File: src/rtl/seg7_pkg.sv
// Shared types and constants for the MM:SS seven-segment display stage.
// Holds the converter state enum, digit limits and the active-low segment codes.
package seg7_pkg;

    typedef enum logic [1:0] {
        IDLE,
        DIVM,
        SPLIT,
        LOAD
    } conv_state_e;

    localparam int          NUM_DIGITS = 4;
    localparam logic [12:0] MAX_COUNT  = 13'd5999;

    // Segment order {g,f,e,d,c,b,a}, a lit segment is 0
    localparam logic [6:0] SEG_0     = 7'h40;
    localparam logic [6:0] SEG_1     = 7'h79;
    localparam logic [6:0] SEG_2     = 7'h24;
    localparam logic [6:0] SEG_3     = 7'h30;
    localparam logic [6:0] SEG_4     = 7'h19;
    localparam logic [6:0] SEG_5     = 7'h12;
    localparam logic [6:0] SEG_6     = 7'h02;
    localparam logic [6:0] SEG_7     = 7'h78;
    localparam logic [6:0] SEG_8     = 7'h00;
    localparam logic [6:0] SEG_9     = 7'h10;
    localparam logic [6:0] SEG_BLANK = 7'h7F;

    localparam logic [3:0] CODE_BLANK = 4'hF;

    function automatic logic [12:0] sat_count(input logic [12:0] v);
        return (v > MAX_COUNT) ? MAX_COUNT : v;
    endfunction

endpackage

File: src/rtl/seg7_if.sv
// Bundle between the stopwatch core (master) and the display stage (slave):
// elapsed seconds and adjust controls in, multiplexed segment/anode drive out.
interface seg7_if;
    logic [12:0] seconds;
    logic        adj;
    logic        sel;
    logic [6:0]  seg;
    logic        dp;
    logic [3:0]  an;

    modport master (output seconds, adj, sel, input seg, dp, an);
    modport slave  (input seconds, adj, sel, output seg, dp, an);
endinterface

File: src/rtl/seg7_decode.sv
// Combinational BCD to active-low seven-segment decoder; codes above 9 are blank.
module seg7_decode
    import seg7_pkg::*;
(
    input  logic [3:0] bcd_i,
    output logic [6:0] seg_o
);

    always_comb begin
        seg_o = SEG_BLANK;
        case (bcd_i)
            4'd0:    seg_o = SEG_0;
            4'd1:    seg_o = SEG_1;
            4'd2:    seg_o = SEG_2;
            4'd3:    seg_o = SEG_3;
            4'd4:    seg_o = SEG_4;
            4'd5:    seg_o = SEG_5;
            4'd6:    seg_o = SEG_6;
            4'd7:    seg_o = SEG_7;
            4'd8:    seg_o = SEG_8;
            4'd9:    seg_o = SEG_9;
            default: seg_o = SEG_BLANK;
        endcase
    end

endmodule

File: src/rtl/seg7_display.sv
// Seconds-to-MM:SS converter plus 4-digit multiplexed common-anode driver with adjust blink.
// Optional macro SEG7_BLANK_EN blanks a zero minutes-tens digit.
module seg7_display
    import seg7_pkg::*;
#(
    parameter int SCAN_DIV  = 18,
    parameter int BLINK_DIV = 26
) (
    input  logic   clk,
    input  logic   rst,
    seg7_if.slave  bus
);

    logic [SCAN_DIV-1:0]  presc_q;
    logic [1:0]           idx_q;
    logic [BLINK_DIV-1:0] blink_q;
    logic                 frame_q;
    logic                 step;

    conv_state_e          state_q;
    logic [12:0]          rem_q;
    logic [6:0]           min_q;
    logic [3:0]           mt_q;
    logic [3:0]           st_q;
    logic [3:0]           dig_q [NUM_DIGITS];

    logic [3:0]           an_q, an_d;
    logic [6:0]           seg_q, seg_d;
    logic                 dp_q, dp_d;
    logic [3:0]           code_d;

    assign step = &presc_q;

    always_comb begin
        code_d = dig_q[idx_q];
`ifdef SEG7_BLANK_EN
        if (idx_q == 2'd3 && dig_q[3] == 4'd0) begin
            code_d = CODE_BLANK;
        end
`endif
        an_d = ~(4'b0001 << idx_q);
        if (bus.adj && blink_q[BLINK_DIV-1]) begin
            if (bus.sel) begin
                an_d[1:0] = 2'b11;
            end else begin
                an_d[3:2] = 2'b11;
            end
        end
        dp_d = (idx_q != 2'd2);
    end

    seg7_decode u_decode (
        .bcd_i (code_d),
        .seg_o (seg_d)
    );

    // Scan timing and registered display drive; frame_q marks the cycle after idx wraps 3->0
    always_ff @(posedge clk or negedge rst) begin
        if (!rst) begin
            presc_q <= '0;
            idx_q   <= '0;
            blink_q <= '0;
            frame_q <= 1'b0;
            an_q    <= 4'b1111;
            seg_q   <= SEG_BLANK;
            dp_q    <= 1'b1;
        end else begin
            presc_q <= presc_q + 1'b1;
            blink_q <= blink_q + 1'b1;
            frame_q <= step && (idx_q == 2'd3);
            if (step) begin
                idx_q <= idx_q + 2'd1;
                an_q  <= an_d;
                seg_q <= seg_d;
                dp_q  <= dp_d;
            end
        end
    end

    // Repeated-subtraction converter; digits are written together in LOAD so a frame never tears
    always_ff @(posedge clk or negedge rst) begin
        if (!rst) begin
            state_q <= IDLE;
            rem_q   <= '0;
            min_q   <= '0;
            mt_q    <= '0;
            st_q    <= '0;
            for (int i = 0; i < NUM_DIGITS; i++) begin
                dig_q[i] <= '0;
            end
        end else begin
            case (state_q)
                IDLE: begin
                    if (frame_q) begin
                        rem_q   <= sat_count(bus.seconds);
                        min_q   <= '0;
                        mt_q    <= '0;
                        st_q    <= '0;
                        state_q <= DIVM;
                    end
                end
                DIVM: begin
                    if (rem_q >= 13'd60) begin
                        rem_q <= rem_q - 13'd60;
                        min_q <= min_q + 7'd1;
                    end else begin
                        state_q <= SPLIT;
                    end
                end
                SPLIT: begin
                    if (min_q >= 7'd10) begin
                        min_q <= min_q - 7'd10;
                        mt_q  <= mt_q + 4'd1;
                    end
                    if (rem_q >= 13'd10) begin
                        rem_q <= rem_q - 13'd10;
                        st_q  <= st_q + 4'd1;
                    end
                    if (min_q < 7'd10 && rem_q < 13'd10) begin
                        state_q <= LOAD;
                    end
                end
                LOAD: begin
                    dig_q[0] <= rem_q[3:0];
                    dig_q[1] <= st_q;
                    dig_q[2] <= min_q[3:0];
                    dig_q[3] <= mt_q;
                    state_q  <= IDLE;
                end
                default: state_q <= IDLE;
            endcase
        end
    end

    assign bus.an  = an_q;
    assign bus.seg = seg_q;
    assign bus.dp  = dp_q;

endmodule

File: src/flat_wrapper.sv
// flat-port wrapper written by rule: the top's interface ports become plain ports
module seg7_display_flat import seg7_pkg::*;
#(
    parameter int SCAN_DIV  = 18,
    parameter int BLINK_DIV = 26
)
  (clk, rst, bus_seconds, bus_adj, bus_sel, bus_seg, bus_dp, bus_an);
  seg7_if bus_i ();
  input  logic clk;
  input  logic rst;
  input wire logic [$bits(bus_i.seconds)-1:0] bus_seconds;
  input wire logic [$bits(bus_i.adj)-1:0] bus_adj;
  input wire logic [$bits(bus_i.sel)-1:0] bus_sel;
  output wire logic [$bits(bus_i.seg)-1:0] bus_seg;
  output wire logic [$bits(bus_i.dp)-1:0] bus_dp;
  output wire logic [$bits(bus_i.an)-1:0] bus_an;
  assign bus_i.seconds = bus_seconds;
  assign bus_i.adj = bus_adj;
  assign bus_i.sel = bus_sel;
  assign bus_seg = bus_i.seg;
  assign bus_dp = bus_i.dp;
  assign bus_an = bus_i.an;
  seg7_display #(.SCAN_DIV(SCAN_DIV), .BLINK_DIV(BLINK_DIV)) u_core (.clk(clk), .rst(rst), .bus(bus_i));
endmodule
File: config.mk
export PLATFORM = sky130hd
export DESIGN_NAME = seg7_display_flat
export DESIGN_NICKNAME = d
export VERILOG_FILES = /design/src/rtl/seg7_pkg.sv /design/src/rtl/seg7_if.sv /design/src/rtl/seg7_decode.sv /design/src/rtl/seg7_display.sv /design/src/flat_wrapper.sv
export SDC_FILE = /design/constraint.sdc
export NUM_CORES = 1
export LEC_CHECK = 0
export BUFFER_PORTS_ARGS = -buffer_cell sky130_fd_sc_hd__buf_2
export CAP_MARGIN = 20
export CORE_MARGIN = 1
export CORE_UTILIZATION = 40
export DETAILED_ROUTE_END_ITERATION = 6
export GPL_TIMING_DRIVEN = 1
export PLACE_DENSITY_LB_ADDON = 0.25
export SYNTH_ARGS = -nofsm -noshare
export SYNTH_HDL_FRONTEND = slang
export SYNTH_HIERARCHICAL = 1
export SYNTH_SLANG_ARGS = --single-unit
File: constraint.sdc
create_clock -name clk -period 3.8 [get_ports clk]
set_clock_uncertainty 0.05 [all_clocks]
set_input_delay 0.19 -clock clk [delete_from_list [all_inputs] [get_ports clk]]
set_output_delay 0.19 -clock clk [all_outputs]
set_load 0.1 [all_outputs]
* Word level (Yosys, flattened, before mapping)
Memory sizes are Yosys's and may differ from the RTL's. A register that Yosys moved wholly into a read port is not among the register bits.
Index checks and enable logic that the tools add are counted.
** Cells by class
- Add/subtract/negate cells :: 9
- $mul :: 0
- Div/mod/pow operators :: 0
- Order comparisons :: 7
- Equality and inequality tests :: 11
- Shifts and indexed selects :: 1
- Multiplexer cells :: 24
- Bitwise gates (word level) :: 2
- Reduce and logical (&&, ||, !) cells :: 13
** Operators with widths (number)
- $mux W13 :: 4
- $pmux W13 S3 :: 1
- $add A26 B1 Y26 const B :: 1
- $mux W4 :: 6
- $mux W7 :: 3
- $pmux W7 S3 :: 1
- $add A18 B1 Y18 const B :: 1
- $reduce_and A18 Y1 :: 1
- $pmux W4 S2 :: 2
- $ge A13 B4 Y1 const B :: 1
- $ge A13 B6 Y1 const B :: 1
- $gt A13 B13 Y1 const B :: 1
- $lt A13 B4 Y1 const B :: 1
- $sub A13 B4 Y13 const B :: 1
- $sub A13 B6 Y13 const B :: 1
- $mux W2 :: 5
- $ne A2 B1 Y1 const B :: 5
- $reduce_and A3 Y1 :: 3
- $add A4 B1 Y4 const B :: 2
- $bmux W4 S2 :: 1
- $pmux W2 S4 :: 1
- $reduce_and A4 Y1 :: 2
- $add A7 B1 Y7 const B :: 1
- $ge A7 B4 Y1 const B :: 1
- other kinds (15) :: 20
** Storage, ports and cells
- Flip-flop bits (word level) :: 98
- Bits in latches :: 0
- RAM bits :: 0
- Memory bits (read-only) :: 112
- Bits of input ports :: 17
- Output and inout port bits :: 12
- Word-level logic and storage cells :: 83
- Memories kept :: 1
** Memories
- (name not given) :: words 16, width 7, rd ports 1, clocked after Yosys merged registers in 1, write ports 0, RTL line seg7_decode.sv:11 : case (bcd_i)

* Longest topological paths before layout
- Depth after elaboration :: 4
- Depth in mapped cells :: 9
- Gate-level depth less buffers :: 7

* Modules after synthesis
Netlist, hierarchy kept.
** Modules (own cells, without submodules)
- seg7_display :: instances 1, cells an instance 518, area an instance 5495.3 um^2, sequential area each 2642.5 um^2
- seg7_decode :: instances 1, cells an instance 33, area an instance 210.2 um^2, sequential area each 0.0 um^2

* Worst setup path before layout
OpenSTA, ideal clock, no wires.
- Path kind :: register -> register
- From :: register u_core.rem_q[1]
- To :: register u_core.rem_q[0]
- Setup time :: 0.126 ns
- Data arrival time :: 2.041 ns
- Data required time :: 3.624 ns
- Slack :: 1.583 ns
- Stages on the path, launching flop included :: 10
- Buffers on the path :: 2
- Clock period less this slack :: 2.217 ns
- Cell sequence :: dfrtp_1 > inv_1 > ha_1 > nor4bb_1 > nand4_1 > and4_1 > clkbuf_1 > or2_4 > buf_6 > o32a_1
** Between the ends
- Word-level cells in the longest chain between the ends :: 3
- Elaborated cells on any way between the ends :: 5
- Those cells by class :: order compare: 2; eq/ne: 2; reduce/logical: 1
** RTL lines
- start: declaration :: RTL line seg7_display.sv:21 : logic [12:0] rem_q;
- start signal: assignment :: RTL line seg7_display.sv:95 : rem_q <= sat_count(bus.seconds);
- start signal: assignment :: RTL line seg7_display.sv:104 : rem_q <= rem_q - 13'd60;
- start signal: assignment :: RTL line seg7_display.sv:116 : rem_q <= rem_q - 13'd10;
- $ge A13 B6 Y1 / $ge A13 B4 Y1 (equally long branches) :: RTL line seg7_display.sv:103, seg7_display.sv:115
- $ne A2 B1 Y1 (no line)
- $reduce_and A4 Y1 (no line) (*)
Mark *: on every way between the ends. The rest lies on a longest branch, timed or not.
A chain may end at the register's enable or synchronous reset.

* Worst setup path after layout
- From :: register u_core.state_q[1]
- To :: register u_core.rem_q[4]
** Between the ends
- Word-level cells in the longest chain between the ends :: 3
- Elaborated cells on any way between the ends :: 9
- Those cells by class :: eq/ne: 5; mux: 1; reduce/logical: 3
** RTL lines
- start: declaration :: RTL line seg7_display.sv:20 : conv_state_e state_q;
- start signal: assignment :: RTL line seg7_display.sv:83 : state_q <= IDLE;
- start signal: assignment :: RTL line seg7_display.sv:99 : state_q <= DIVM;
- start signal: assignment :: RTL line seg7_display.sv:107 : state_q <= SPLIT;
- $eq A2 B1 Y1 (tied with other cells) :: RTL line seg7_display.sv:92 : case (state_q)
- $ne A2 B1 Y1 (no line) / $reduce_bool A3 Y1 (equally long branches)
- $reduce_and A4 Y1 (no line)
Several ways; a longest one is shown, not always the timed one.

==> results.txt <==
Clock slew at reported path FFs -> 0.07 ns
GPL Wtd Cong -> 0.8925
Mean Syn Cell Area -> 10.35 sq um
Slowest CP cell -> and4_1
Most frequent cells in the layout -> dfrtp_1 (93), xnor2_1 (44), nand2_1 (42)
WP data arrival -> 2.81 ns
CTS root buf -> clkbuf_16
Nets -> 615
Via count -> 4161
Setup TNS -> 0 ns
CP cell instances -> inv_1, ha_1, and4_1, or2_4, mux2_2
Total power -> 2103 uW
Num Clock Sinks -> 105
Post-DR wirelength/cell -> 15.61 microns
Run status -> completed
HPWL Detailed -> 8540 microns
# resized after CTS -> 0
Crit path time final -> 2.633 ns
Die Y -> 121.4 microns
Synth Area in XOR/XNOR -> 8.289%
Post-synth EDFFs -> 0
Async SR Flop Fraction -> 100.0%
Remaining DRCs -> 0
Gate Count Post-Synth -> 551
Register bit total from synthesis -> 105
Final Non-Filler Cells -> 756
Clock latency at the later pin of the worst-skew pair -> 0.35 ns
Port Buffers -> 28
Power share of the clock group -> 44.7%
Critical-path maximum fanout -> 18
Endpoints failing setup -> 0
Synth Area in Compound Gates -> 13.60%
CP Capture Type -> flip-flop
Clock Path Buffers -> 2
Syn Nets -> 595
Hold WC Path Type -> input port to flip-flop
Vias in the first global route -> 4084
Family with the most delay on the worst path -> simple AND/OR/NAND/NOR gates
Wire length of the first global-routing pass -> 20020 microns
WL final -> 11800 microns
CP peak stage delay -> 0.69 ns
P_leak -> 0.002719 uW
Largest family of logic cells by synthesized area -> simple AND/OR/NAND/NOR gates
Adder-cell share of the synthesized area -> 5.921%
Initial DRC count -> 371
RSZ-0062 raised after global routing -> no
Initial antenna violation count -> 0
Initial Utilization -> 41.10%
Yosys cell types -> 63
Layout Area Growth over Synthesis -> 10.48%
Layout cells sized above 1 -> 16.84%
Buf+Inv Stages, Crit Path -> 1
Placed Cells -> 739
H-tree levels -> 3
CTS tree -> done
Inserted Diodes -> 0
Synth Flop Type -> dfrtp_1
Gate power share -> 2.1%
Post-DR vias/cell -> 5.504
Seq/Total Area, Yosys -> 46.32%
Switching share of power -> 21.58%
Top Ports -> 29
Die Width -> 121.4 microns
Worst-margin pin slew -> 0.7470 ns
Die area -> 14750 sq um
Mux contribution to synthesized area -> 7.039%
Flop pwr share -> 53.1%
Fmax -> 379.8 MHz
CTS Buf Count -> 9
Largest net degree at the start of global routing -> 44
Fin. max-slew vios -> 0
Most common cell after layout, fill and taps aside -> dfrtp_1
P_sw -> 453.9 uW
Critical Path Source Type -> flip-flop
Kind of critical path -> flip-flop to flip-flop
Grt ovf -> 0
Final Hold Vio Count -> 0
Drt pass-1 iters -> 5
Max Cap Viol -> 0
Synth Area in Simple Gates -> 15.22%
Total track usage -> 17.37%
Worst Path Required -> 3.98 ns
Peak supply drop -> 0.0002096 V
Yosys warning count -> 6
Slew Limit Headroom -> 48.91%
PwrDens -> 333.6 nW/um^2
Post-route ant nets -> 0
Core ar. -> 13880 sq um
Netlist Area Pre-Place -> 5705 sq um
FP Rows -> 43
Power Internal -> 1649 uW
Fin crit share -> 69.28%
## worst paths after layout
kind / slack [ns] / to / start / cells after the start
worst max-delay path: 1.17 / u_core/rem_q[4] / u_core/state_q[1] / 5
min in group asynchronous: 0.24 / u_core/st_q[0] / rst / 2
max in group asynchronous: 2.60 / u_core/state_q[0] / rst / 3
worst min register to register: 0.42 / u_core/blink_q[19] / u_core/blink_q[19] / 1
worst max register to register: 1.17 / u_core/rem_q[4] / u_core/state_q[1] / 5
worst min-delay path: 0.05 / u_core/rem_q[0] / bus_seconds[0] / 2
## cell families after synthesis
| family | count (synthesis) |
|---|---|
| AO/OA/AOI/OAI | 117 |
| XOR/XNOR | 54 |
| adder cells (fa/ha/maj) | 27 |
| buffers and inverters | 48 |
| flip-flops | 105 |
| multiplexers | 32 |
| AND/OR/NAND/NOR | 168 |
## sequential cells by signal, indices dropped and copies added (netlist names)
signal	count
u_core/blink_q	26
u_core/presc_q	18
u_core/dig_q	16
u_core/rem_q	13
u_core/bus.seg	7
u_core/min_q	7
u_core/bus.an	4
u_core/mt_q	4
u_core/st_q	4
u_core/idx_q	2
u_core/state_q	2
u_core/bus.dp	1
u_core/frame_q	1
## synthesized netlist by cell type, types with 12 or more instances
master,number,area share [%]
xnor2_1,44,6.8
dfrtp_1,93,41
ha_1,27,5.9
clkbuf_1,17,1.1
nand4_1,16,1.8
inv_1,22,1.4
nand2_1,42,2.8
nand3_1,23,2.0
o31ai_1,12,1.6
nand2b_1,13,1.4
nor2_1,30,2.0
mux2_2,25,4.9
o21ai_0,38,3.3
dfstp_2,12,5.5
## cell type report
type	instances	area, sq um
Fill cell	1282	7577
Multi-Input combinational cell	398	2863
Sequential cell	105	2643
Clock buffer	11	232.7
Tap cell	180	225.2
Timing Repair Buffer	34	190.2
Inverter	23	86.33
Clock inverter	5	63.81
## metrics by stage
step | util, % | setup slack [ns] | hold WS (ns) | instance area, sq um
3_3_place_gp | 43.20 | 1.227 | 0.07225 | 5997
6_report | 45.41 | 1.167 | 0.05493 | 6304
2_1_floorplan | - | 1.583 | -0.1556 | 5705
4_1_cts | 45.41 | 1.181 | 0.04182 | 6304
3_5_place_dp | 43.20 | 1.194 | 0.06419 | 5997
5_1_grt | 45.41 | 0.9645 | 0.06028 | 6304
## repair_timing
action | 4_1_cts | 5_1_grt
hold buffers | 1 | 0
endpoints found under the hold margin | 23 | 0
buffers inserted | 0 | 0
## power groups by stage
stage | Clock, uW | Combinational [uW] | Sequential [uW]
finish | 941 | 44.6 | 1120
global route | 1010 | 52.4 | 1120
CTS | 970 | 47.0 | 1120
detailed placement | 0 | 45.9 | 1140
global placement | 0 | 45.2 | 1140
floorplan | 0 | 7.86 | 1140
## routing by layer
metal | track usage, % | vias to the layer above | wire length [microns]
met4 | 6.790 | 0 | 196
met5 | 0 | - | 0
met1 | 23.21 | 2046 | 5479
met3 | 2.867 | 18 | 385
li1 | - | 2018 | -
met2 | 28.02 | 79 | 5742
(Power assumes the default switching activity.)
